===== src/rtl/cf_tmr_pwm_pkg.sv =====
// Shared constants for the cf_tmr_pwm multi-channel timer/PWM core.
// Direction encodings, default sizes and the counter FSM state type.
package cf_tmr_pwm_pkg;
   localparam int DEF_WIDTH = 32;
   localparam int DEF_NCH   = 4;
   localparam int DEF_PSC_W = 8;

   localparam logic [1:0] DIR_UP     = 2'b00;
   localparam logic [1:0] DIR_DOWN   = 2'b01;
   localparam logic [1:0] DIR_UPDOWN = 2'b10;
   localparam logic [1:0] DIR_HOLD   = 2'b11;

   typedef enum logic [1:0] {IDLE, RUN_UP, RUN_DOWN} state_t;
endpackage


===== src/rtl/cf_tmr_pwm_ch.sv =====
// One PWM channel: compare (optionally shadowed), polarity/fault gating, pwm and match registers.
// CF_TMR_PWM_SHADOW_EN adds the compare shadow register and its load port.
module cf_tmr_pwm_ch #(
   parameter int WIDTH = 32
) (
   input  logic             clk,
   input  logic             rst_n,
`ifdef CF_TMR_PWM_SHADOW_EN
   input  logic             load,
`endif
   input  logic [WIDTH-1:0] cmp,
   input  logic             pol,
   input  logic [WIDTH-1:0] cnt_nxt,
   input  logic             adv,
   input  logic             force_off,
   output logic             pwm,
   output logic             match
);
   logic [WIDTH-1:0] cmp_nxt;

`ifdef CF_TMR_PWM_SHADOW_EN
   logic [WIDTH-1:0] cmp_q;

   // Compare against the value that will be active after this edge.
   assign cmp_nxt = load ? cmp : cmp_q;

   always_ff @(posedge clk or negedge rst_n) begin
      if (!rst_n) cmp_q <= '0;
      else        cmp_q <= cmp_nxt;
   end
`else
   assign cmp_nxt = cmp;
`endif

   always_ff @(posedge clk or negedge rst_n) begin
      if (!rst_n) begin
         pwm   <= 1'b0;
         match <= 1'b0;
      end else begin
         pwm   <= force_off ? pol : ((cnt_nxt < cmp_nxt) ^ pol);
         match <= adv & (cnt_nxt == cmp_nxt);
      end
   end
endmodule


===== src/rtl/cf_tmr_pwm_mc.sv =====
// Multi-channel timer/PWM core: prescaler, up/down/up-down counter FSM, fault sync and flag.
// Define CF_TMR_PWM_SHADOW_EN to double-buffer period and compare values.
module cf_tmr_pwm_mc
   import cf_tmr_pwm_pkg::*;
#(
   parameter int WIDTH = DEF_WIDTH,
   parameter int NCH   = DEF_NCH,
   parameter int PSC_W = DEF_PSC_W
) (
   input  logic                 clk,
   input  logic                 rst_n,
   input  logic                 en,
   input  logic [1:0]           dir,
   input  logic                 oneshot,
   input  logic                 restart,
   input  logic [PSC_W-1:0]     prescale,
   input  logic [WIDTH-1:0]     period,
   input  logic [NCH*WIDTH-1:0] cmp,
   input  logic [NCH-1:0]       pol,
   input  logic                 pwm_fault,
   input  logic                 fault_clr,
   output logic [NCH-1:0]       pwm,
   output logic [WIDTH-1:0]     count,
   output logic                 timeout_flag,
   output logic [NCH-1:0]       match,
   output logic                 fault_flag
);
   localparam logic [WIDTH-1:0] CNT_ONE = 1;
   localparam logic [PSC_W-1:0] PSC_ONE = 1;

   state_t           state, state_nxt;
   logic [PSC_W-1:0] psc_cnt;
   logic [WIDTH-1:0] cnt_nxt, period_act;
   logic             running, tick, tmo_nxt, adv;
   logic             flt_m, flt_s, fault_nxt;

   assign running = (state != IDLE);
   assign tick    = en & running & (psc_cnt == prescale);
   assign adv     = tick & ~restart;

`ifdef CF_TMR_PWM_SHADOW_EN
   logic             load;
   logic [WIDTH-1:0] period_q;

   assign load       = restart | tmo_nxt | ~running;
   assign period_act = period_q;

   always_ff @(posedge clk or negedge rst_n) begin
      if (!rst_n)    period_q <= '0;
      else if (load) period_q <= period;
   end
`else
   assign period_act = period;
`endif

   always_ff @(posedge clk or negedge rst_n) begin
      if (!rst_n)                psc_cnt <= '0;
      else if (restart || tick)  psc_cnt <= '0;
      else if (en && running)    psc_cnt <= psc_cnt + PSC_ONE;
   end

   // Down reloads use the period input: in shadow mode it is loaded on the same edge.
   always_comb begin
      cnt_nxt   = count;
      state_nxt = state;
      tmo_nxt   = 1'b0;
      if (restart) begin
         cnt_nxt   = (dir == DIR_DOWN) ? period : '0;
         state_nxt = RUN_UP;
      end else if (tick) begin
         if (period_act == '0) begin
            cnt_nxt = '0;
            tmo_nxt = 1'b1;
         end else begin
            case (dir)
               DIR_UP: begin
                  if (count == period_act) begin
                     cnt_nxt = '0;
                     tmo_nxt = 1'b1;
                  end else cnt_nxt = count + CNT_ONE;
               end
               DIR_DOWN: begin
                  if (count == '0) begin
                     cnt_nxt = period;
                     tmo_nxt = 1'b1;
                  end else cnt_nxt = count - CNT_ONE;
               end
               DIR_UPDOWN: begin
                  if (state == RUN_DOWN) begin
                     cnt_nxt = (count == '0) ? count + CNT_ONE : count - CNT_ONE;
                     if (count == '0) begin
                        state_nxt = RUN_UP;
                        tmo_nxt   = 1'b1;
                     end
                  end else if (count == period_act) begin
                     cnt_nxt   = count - CNT_ONE;
                     state_nxt = RUN_DOWN;
                  end else cnt_nxt = count + CNT_ONE;
               end
               default: ;
            endcase
         end
         if (tmo_nxt && oneshot) state_nxt = IDLE;
      end
   end

   always_ff @(posedge clk or negedge rst_n) begin
      if (!rst_n) begin
         state        <= IDLE;
         count        <= '0;
         timeout_flag <= 1'b0;
      end else begin
         state        <= state_nxt;
         count        <= cnt_nxt;
         timeout_flag <= tmo_nxt;
      end
   end

   // Channels gate on the next flag value so a fault forces pwm on the flag's own edge.
   assign fault_nxt = flt_s | (fault_flag & ~fault_clr);

   always_ff @(posedge clk or negedge rst_n) begin
      if (!rst_n) begin
         flt_m      <= 1'b0;
         flt_s      <= 1'b0;
         fault_flag <= 1'b0;
      end else begin
         flt_m      <= pwm_fault;
         flt_s      <= flt_m;
         fault_flag <= fault_nxt;
      end
   end

   for (genvar i = 0; i < NCH; i++) begin : g_ch
      cf_tmr_pwm_ch #(.WIDTH(WIDTH)) u_ch (
         .clk       (clk),
         .rst_n     (rst_n),
`ifdef CF_TMR_PWM_SHADOW_EN
         .load      (load),
`endif
         .cmp       (cmp[i*WIDTH +: WIDTH]),
         .pol       (pol[i]),
         .cnt_nxt   (cnt_nxt),
         .adv       (adv),
         .force_off (fault_nxt),
         .pwm       (pwm[i]),
         .match     (match[i])
      );
   end
endmodule

===== config.mk =====
export PLATFORM = sky130hd
export DESIGN_NAME = cf_tmr_pwm_mc
export DESIGN_NICKNAME = d
export VERILOG_FILES = /design/src/rtl/cf_tmr_pwm_pkg.sv /design/src/rtl/cf_tmr_pwm_ch.sv /design/src/rtl/cf_tmr_pwm_mc.sv
export SDC_FILE = /design/constraint.sdc
export NUM_CORES = 1
export LEC_CHECK = 0
export CAP_MARGIN = 0
export CORE_ASPECT_RATIO = 1.4
export CORE_MARGIN = 2
export CORE_UTILIZATION = 40
export CTS_CLUSTER_DIAMETER = 150
export DETAILED_ROUTE_END_ITERATION = 6
export DONT_BUFFER_PORTS = 1
export GPL_ROUTABILITY_DRIVEN = 1
export PLACE_DENSITY = 0.63
export RECOVER_POWER = 50
export SETUP_SLACK_MARGIN = 0.5
export SLEW_MARGIN = 30
export SYNTH_ARGS = -nofsm -noshare
export SYNTH_HDL_FRONTEND = slang
export SYNTH_SLANG_ARGS = --single-unit

===== constraint.sdc =====
create_clock -name clk -period 9.59 [get_ports clk]
set_input_delay 2.3975 -clock clk [delete_from_list [all_inputs] [get_ports clk]]
set_output_delay 2.3975 -clock clk [all_outputs]
set_load 0.005 [all_outputs]

# After elaboration in Yosys (flattened, before gate mapping)
# Cells that the tools add are included.
[word_totals]
input_bits = 181
wordCells = 93
reg_bits = 54
[op_classes]
muxes = 33
n_bitwise = 15
n_eq_ne = 11
reduce_logical = 12
n_lt_le_gt_ge = 4
add_sub_neg = 3
[op_table]
columns = ["op", "n"]
rows = [
  ["32-bit two-way mux", 9],
  ["32-bit equality test", 5],
  ["32-bit less-than comparator", 4],
  ["32-bit case mux with 3 select lines", 1],
  ["32-bit zero test", 2],
  ["32-bit by 1-bit adder with 32-bit output (second input constant)", 1],
  ["32-bit by 1-bit subtractor with 32-bit output (second input constant)", 1],
  ["2-bit two-way mux", 8],
  ["8-bit two-way mux", 2],
  ["1-bit two-way mux", 12],
  ["8-bit by 1-bit adder with 8-bit output (second input constant)", 1],
  ["1-bit AND", 8],
  ["8-bit equality test", 1],
  ["2-bit nonzero test", 3],
  ["5-bit AND reduction", 1],
  ["2-bit equality test (second input constant)", 2],
  ["4-bit by 3-bit inequality test with 1-bit output (second input constant)", 1],
  ["4-bit nonzero test", 1],
  ["1-bit bitwise XOR", 4],
  ["3-bit by 2-bit inequality test with 1-bit output (second input constant)", 1],
  ["1-bit case mux with 3 select lines", 1],
  ["3-bit nonzero test", 1],
  ["2-bit by 1-bit equality test with 1-bit output (second input constant)", 1],
  ["1-bit logical AND", 2],
  ["4 further kinds", 5],
]

# Logic depth before layout (Yosys ltp)
[logic_depth]
ltp_word = 11
depth_mapped = 22
ltp_nobuf = 19

# Modules after synthesis
# From an unflattened synthesis, not the netlist that was laid out.
[hier_totals]
hier_cells = 1138
hier_area_um2 = 8695.8
[by_module_without_submodules]
columns = ["module", "n_inst", "area_each_um2", "cells_each"]
rows = [
  ["cf_tmr_pwm_mc", 1, 4848.4, 650],
  ["cf_tmr_pwm_ch (g_ch[0].u_ch ...)", 3, 964.7, 122],
  ["cf_tmr_pwm_ch (g_ch[3].u_ch)", 1, 953.4, 122],
]

# Worst setup path before layout
# OpenSTA, ideal clock, no wires.
[synth_timing]
kind = "input -> register"
from = "input port prescale[0]"
to = "register g_ch[0].u_ch.pwm"
slack_ps = 3704
cell_stages = 18
arrival_time_ps = 5806
path_cell_list = "xor2_1 -> nor4_1 -> nand3_1 -> nor3_1 -> nor2_1 -> clkbuf_1 -> nor2_1 -> a21oi_1 -> a21oi_1 -> ha_1 -> nand4_1 -> nor3_1 -> nand4_1 -> or4_1 -> a21oi_1 -> nor3_1 -> o21ai_0 -> xnor2_1"
[synth_via]
elab_chain_cells = 7
[synth_rtl]
columns = ["item", "line", "rtl"]
rows = [
  ["start: declaration", "cf_tmr_pwm_mc.sv:16", "input logic [PSC_W-1:0] prescale,"],
  ["8-bit equality test", "cf_tmr_pwm_mc.sv:38", "assign tick = en & running & (psc_cnt == prescale);"],
  ["1-bit AND", "cf_tmr_pwm_mc.sv:38", ""],
  ["32-bit two-way mux", "cf_tmr_pwm_mc.sv:70", "end else if (tick) begin"],
  ["32-bit two-way mux", "cf_tmr_pwm_mc.sv:67", "if (restart) begin"],
  ["named net cnt_nxt[29]", "cf_tmr_pwm_mc.sv:33", "logic [WIDTH-1:0] cnt_nxt, period_act;"],
  ["32-bit less-than comparator", "cf_tmr_pwm_ch.sv:40", "pwm <= force_off ? pol : ((cnt_nxt < cmp_nxt) ^ pol);"],
  ["1-bit bitwise XOR", "cf_tmr_pwm_ch.sv:40", ""],
  ["1-bit two-way mux", "cf_tmr_pwm_ch.sv:40", ""],
  ["end signal: assignment", "cf_tmr_pwm_ch.sv:40", ""],
  ["end: declaration", "cf_tmr_pwm_ch.sv:16", "output logic pwm,"],
]
# The timed path passes the listed nets, and every way through them passes these cells.
# A chain may end at the register's enable or synchronous reset.

# Final worst setup path
[layout_timing]
from = "input port period[17]"
to = "register g_ch[0].u_ch.pwm"
[layout_via]
elab_chain_cells = 10
word_cells_on_any_way = 14
cone_classes = "order compare: 1; eq/ne: 1; mux: 10; bitwise: 1; reduce/logical: 1"
[layout_rtl]
columns = ["item", "line", "rtl"]
rows = [
  ["start: declaration", "cf_tmr_pwm_mc.sv:17", "input logic [WIDTH-1:0] period,"],
  ["32-bit equality test", "cf_tmr_pwm_mc.sv:77, cf_tmr_pwm_mc.sv:95", ""],
  ["32-bit two-way mux", "cf_tmr_pwm_mc.sv:95", "end else if (count == period_act) begin"],
  ["32-bit two-way mux", "cf_tmr_pwm_mc.sv:89", "if (state == RUN_DOWN) begin"],
  ["32-bit case mux with 3 select lines", "cf_tmr_pwm_mc.sv:75", "case (dir)"],
  ["32-bit two-way mux (*)", "cf_tmr_pwm_mc.sv:71", "if (period_act == '0) begin"],
  ["32-bit two-way mux (*)", "cf_tmr_pwm_mc.sv:70", ""],
  ["32-bit two-way mux (*)", "cf_tmr_pwm_mc.sv:67", ""],
  ["named net cnt_nxt[26]", "cf_tmr_pwm_mc.sv:33", ""],
  ["32-bit less-than comparator (*)", "cf_tmr_pwm_ch.sv:40", ""],
  ["1-bit bitwise XOR (*)", "cf_tmr_pwm_ch.sv:40", ""],
  ["1-bit two-way mux (*)", "cf_tmr_pwm_ch.sv:40", ""],
]
# Mark *: on every way through the listed nets, which the timed path passes. The rest lies on a longest branch.

==> run_summary.xml <==
<?xml version="1.0" encoding="UTF-8"?>
<metrics>
  <group name="timing">
    <metric name="timing.final.max_slew_violations" unit="">0</metric>
    <metric name="timing.max_slew.rel_slack" unit="">0.258</metric>
    <metric name="post-route-period-util" unit="">0.765</metric>
    <metric name="finalClockSkew" unit="ns">0.00439</metric>
    <metric name="setup_repair_after_global_routing_missed_its_margin" unit="">no</metric>
    <metric name="shortest_period_the_worst_path_allows" unit="ns">7.34</metric>
    <metric name="count_of_final_setup_violators" unit="">0</metric>
    <metric name="actual_transition_at_the_worst_max_transition_pin" unit="ns">1.10</metric>
    <metric name="timing.setup.tns" unit="ns">0</metric>
    <metric name="max_clock_freq" unit="MHz">136</metric>
    <metric name="hold_violations" unit="">0</metric>
    <metric name="post-route-worst-setup-slack" unit="ns">2.25</metric>
  </group>
  <group name="global_routing">
    <metric name="antenna_found_initial" unit="">0</metric>
    <metric name="wire_length_of_the_first_global_routing_pass" unit="mm">47.1</metric>
    <metric name="grt_use_total" unit="">0.275</metric>
    <metric name="number_of_global_route_vias_before_repair" unit="">8120</metric>
    <metric name="gr-total-overflow" unit="">0</metric>
    <metric name="grt_start_max_net_pins" unit="">55</metric>
  </group>
  <group name="cts">
    <metric name="tritoncts_sink_count" unit="">54</metric>
    <metric name="ctsHtreeMaxLevel" unit="">2</metric>
    <metric name="postCtsHoldBufs" unit="">0</metric>
    <metric name="post_cts_resize_count" unit="">0</metric>
    <metric name="cts_tree" unit="">done</metric>
    <metric name="clk_latency" unit="ns">0.31</metric>
    <metric name="cts-root-to-sink-buffers" unit="">2</metric>
    <metric name="root_buffer" unit="">sky130_fd_sc_hd__clkbuf_16</metric>
    <metric name="clkTransAtPathRegs" unit="ns">0.07</metric>
    <metric name="post-cts-setup-buffer-count" unit="">0</metric>
    <metric name="cts_made_buffers" unit="">5</metric>
  </group>
  <group name="logic_synthesis">
    <metric name="avgSynthCellArea" unit="um2">7.50</metric>
    <metric name="synthCells" unit="">1118</metric>
    <metric name="yosysSeqAreaShare" unit="">0.161</metric>
    <metric name="synth.largest_area_cell" unit="">sky130_fd_sc_hd__ha_1</metric>
    <metric name="synth_edf_count" unit="">0</metric>
    <metric name="synth_fp_nets" unit="">1430</metric>
    <metric name="number_of_flip_flops_and_latches_in_the_synthesized_netlist" unit="">54</metric>
    <metric name="ys_dominant_reg_cell" unit="">sky130_fd_sc_hd__dfrtp_1</metric>
    <metric name="yosys_warnings" unit="">0</metric>
    <metric name="yosysTopAreaCellShare" unit="">0.195</metric>
    <metric name="mappedNetlistArea" unit="mm2">0.00839</metric>
    <metric name="synth_top_cells_by_area" unit="">sky130_fd_sc_hd__ha_1, sky130_fd_sc_hd__dfrtp_1, sky130_fd_sc_hd__inv_1</metric>
    <metric name="yosysUniqueCellTypes" unit="">79</metric>
    <metric name="postSynth.asyncResetShare" unit="">1.00</metric>
  </group>
  <group name="floorplanning">
    <metric name="placement_rows" unit="">62</metric>
    <metric name="die_height" unit="um">175</metric>
    <metric name="core" unit="mm2">0.0206</metric>
    <metric name="start_util" unit="">0.408</metric>
    <metric name="die-area" unit="mm2">0.0222</metric>
    <metric name="die_w" unit="um">126</metric>
    <metric name="num_io_pins" unit="">223</metric>
  </group>
  <group name="finish">
    <metric name="final_net_count" unit="">1384</metric>
    <metric name="flow.area_growth_from_synthesis" unit="%">2.61</metric>
    <metric name="multiInputGateArea" unit="mm2">0.00623</metric>
    <metric name="nFillCells" unit="">2156</metric>
    <metric name="antenna-diode-count" unit="">0</metric>
    <metric name="mostFrequentLayoutCells" unit="">sky130_fd_sc_hd__inv_1, sky130_fd_sc_hd__ha_1, sky130_fd_sc_hd__nor2_1, sky130_fd_sc_hd__a21oi_1, sky130_fd_sc_hd__nand2_1</metric>
    <metric name="layout.cells.most_common" unit="">sky130_fd_sc_hd__inv_1</metric>
    <metric name="layoutNonFillerInstCount" unit="">1328</metric>
    <metric name="seqCellArea" unit="mm2">0.00135</metric>
    <metric name="drive_above_1_share" unit="">0.0392</metric>
  </group>
  <group name="place">
    <metric name="worst_slack_at_placement" unit="ns">2.03</metric>
    <metric name="placedCellCount" unit="">1321</metric>
    <metric name="detailedPlacementHpwl" unit="mm">25.0</metric>
    <metric name="io_buffer_count" unit="">0</metric>
    <metric name="place.gp.congestion" unit="">0.962</metric>
  </group>
  <group name="routing">
    <metric name="drt_pass1_iterations" unit="">7</metric>
    <metric name="post_drt_wl_per_cell" unit="um">23.4</metric>
    <metric name="detail_route.iter0.violations" unit="">661</metric>
    <metric name="routed_via_density" unit="">6.24</metric>
    <metric name="routed_wirelength" unit="mm">31.0</metric>
    <metric name="route.antenna.remaining_nets" unit="">0</metric>
    <metric name="drt_drc_violations_left" unit="">1</metric>
    <metric name="vias" unit="">8284</metric>
  </group>
  <group name="outcome">
    <metric name="status" unit="">finished with violations</metric>
    <metric name="violations" unit="">design-rule violations</metric>
  </group>
  <group name="critical_path">
    <metric name="timing.critical_path.required" unit="ns">9.83</metric>
    <metric name="crit_path_start_kind" unit="">input pin</metric>
    <metric name="timing.setup.critical_path_class" unit="">in -&gt; reg</metric>
    <metric name="cp_data_arrival_time" unit="ns">7.58</metric>
    <metric name="critPathCaptureType" unit="">flop</metric>
    <metric name="peak_fanout_along_the_critical_path" unit="">17</metric>
  </group>
  <group name="worst_hold_path">
    <metric name="worst_hold_path_type" unit="">reg -&gt; reg</metric>
  </group>
  <group name="run">
    <metric name="maxCapViolCount" unit="">0</metric>
  </group>
  <group name="pwr">
    <metric name="power.leakage" unit="nW">4.27</metric>
    <metric name="power.density_cell_area" unit="mW/mm2">83.8</metric>
    <metric name="worst_ir_drop_vdd" unit="mV">0.0664</metric>
  </group>
</metrics>
[report_power, final]
part           internal [mW]  switching, mW
combinational          0.106          0.153
clock                 0.0960         0.0922
sequential             0.239         0.0348
total                  0.441          0.280
[synthesized netlist by cell type, types with 7 or more instances]
| cell type | n |
|---|---|
| sky130_fd_sc_hd__nand3_1 | 20 |
| sky130_fd_sc_hd__nor2b_1 | 11 |
| sky130_fd_sc_hd__o21ai_0 | 38 |
| sky130_fd_sc_hd__nand2_1 | 85 |
| sky130_fd_sc_hd__and4_1 | 8 |
| sky130_fd_sc_hd__clkbuf_1 | 28 |
| sky130_fd_sc_hd__dfrtp_1 | 54 |
| sky130_fd_sc_hd__o211ai_1 | 9 |
| sky130_fd_sc_hd__nand4_1 | 41 |
| sky130_fd_sc_hd__o221ai_1 | 8 |
| sky130_fd_sc_hd__buf_2 | 15 |
| sky130_fd_sc_hd__xor2_1 | 30 |
| sky130_fd_sc_hd__nor4_1 | 20 |
| sky130_fd_sc_hd__nor3_1 | 32 |
| sky130_fd_sc_hd__a21oi_1 | 86 |
| sky130_fd_sc_hd__o21ai_1 | 10 |
| sky130_fd_sc_hd__o21a_1 | 7 |
| sky130_fd_sc_hd__ha_1 | 131 |
| sky130_fd_sc_hd__xnor2_1 | 48 |
| sky130_fd_sc_hd__a22oi_1 | 17 |
| sky130_fd_sc_hd__a21o_1 | 40 |
| sky130_fd_sc_hd__and3_1 | 17 |
| sky130_fd_sc_hd__inv_1 | 133 |
| sky130_fd_sc_hd__nor2_1 | 95 |
| sky130_fd_sc_hd__a211oi_1 | 8 |
| sky130_fd_sc_hd__buf_4 | 10 |
| sky130_fd_sc_hd__a221oi_1 | 11 |
[metrics by stage]
stage,utilization,hold WS (ns),power (mW),instance area [um2]
final,0.419,0.355,0.721,8600
after global routing,0.419,0.375,0.770,8600
after CTS,0.418,0.356,0.722,8590
after global placement,0.411,0.335,0.531,8440
after detailed placement,0.411,0.338,0.532,8450
after floorplan,-,0.331,0.469,8390
[metal layers]
layer  routed length (um)  GRT usage
met3                 2410     0.0560
met5                    0          0
met2                15500      0.485
met1                11400      0.312
met4                 1680      0.136
[kinds of logic (layout without fill, tap and decap cells)]
| kind of cell | count (synthesis) | count (layout) | synth area share |
|---|---|---|---|
| AO/OA/AOI/OAI | 281 | 281 | 0.224 |
| XOR/XNOR | 78 | 78 | 0.0815 |
| adder cells (fa/ha/maj) | 131 | 131 | 0.195 |
| buffers and inverters | 197 | 151 | 0.0994 |
| flip-flops | 54 | 54 | 0.161 |
| multiplexers | 2 | 2 | 0.00254 |
| AND/OR/NAND/NOR | 375 | 375 | 0.236 |
[worst max-delay path: stages]
cell                       delay [ns]
sky130_fd_sc_hd__xnor2_1         0.31
sky130_fd_sc_hd__nand4_1         0.22
sky130_fd_sc_hd__nor4_1          0.60
sky130_fd_sc_hd__nand2_1         0.46
sky130_fd_sc_hd__o211ai_4        0.71
sky130_fd_sc_hd__o21ai_0         0.20
sky130_fd_sc_hd__nand3_1         0.14
sky130_fd_sc_hd__a41oi_2         0.31
sky130_fd_sc_hd__ha_1            0.41
sky130_fd_sc_hd__nand4_1         0.15
sky130_fd_sc_hd__nor3_1          0.40
sky130_fd_sc_hd__nand4_1         0.20
sky130_fd_sc_hd__or4_1           0.58
sky130_fd_sc_hd__a21oi_1         0.16
sky130_fd_sc_hd__nor3_1          0.06
sky130_fd_sc_hd__o21ai_0         0.10
sky130_fd_sc_hd__xnor2_1         0.14
[flip-flops by register name, summed over array words and instances (netlist names)]
| name | flops |
|---|---|
| psc_cnt | 8 |
| count | 32 |
| state | 2 |
| timeout_flag | 1 |
| fault_flag | 1 |
| flt_m | 1 |
| flt_s | 1 |
| g_ch.u_ch.pwm | 4 |
| g_ch.u_ch.match | 4 |
[worst paths after layout]
check                                start            endpoint  slack [ns]  depth (start not counted)
worst max register to register    count[0]  g_ch[2].u_ch.match        3.44                         15
worst max-delay path            period[17]    g_ch[0].u_ch.pwm        2.25                         17
min in group asynchronous            rst_n        timeout_flag        1.78                          0
worst min register to register       flt_m               flt_s        0.36                          0
max in group asynchronous            rst_n  g_ch[0].u_ch.match        7.72                          0
worst min-delay path                 flt_m               flt_s        0.36                          0
[cell type report]
cell class,instances,area share
multi-input combinational,867,0.724
clock buffer,6,0.0150
tap,256,0.0372
timing repair buffer,8,0.00698
clock inverter,1,0.000872
inverter,136,0.0593
sequential,54,0.157
(Power assumes the default switching activity.)
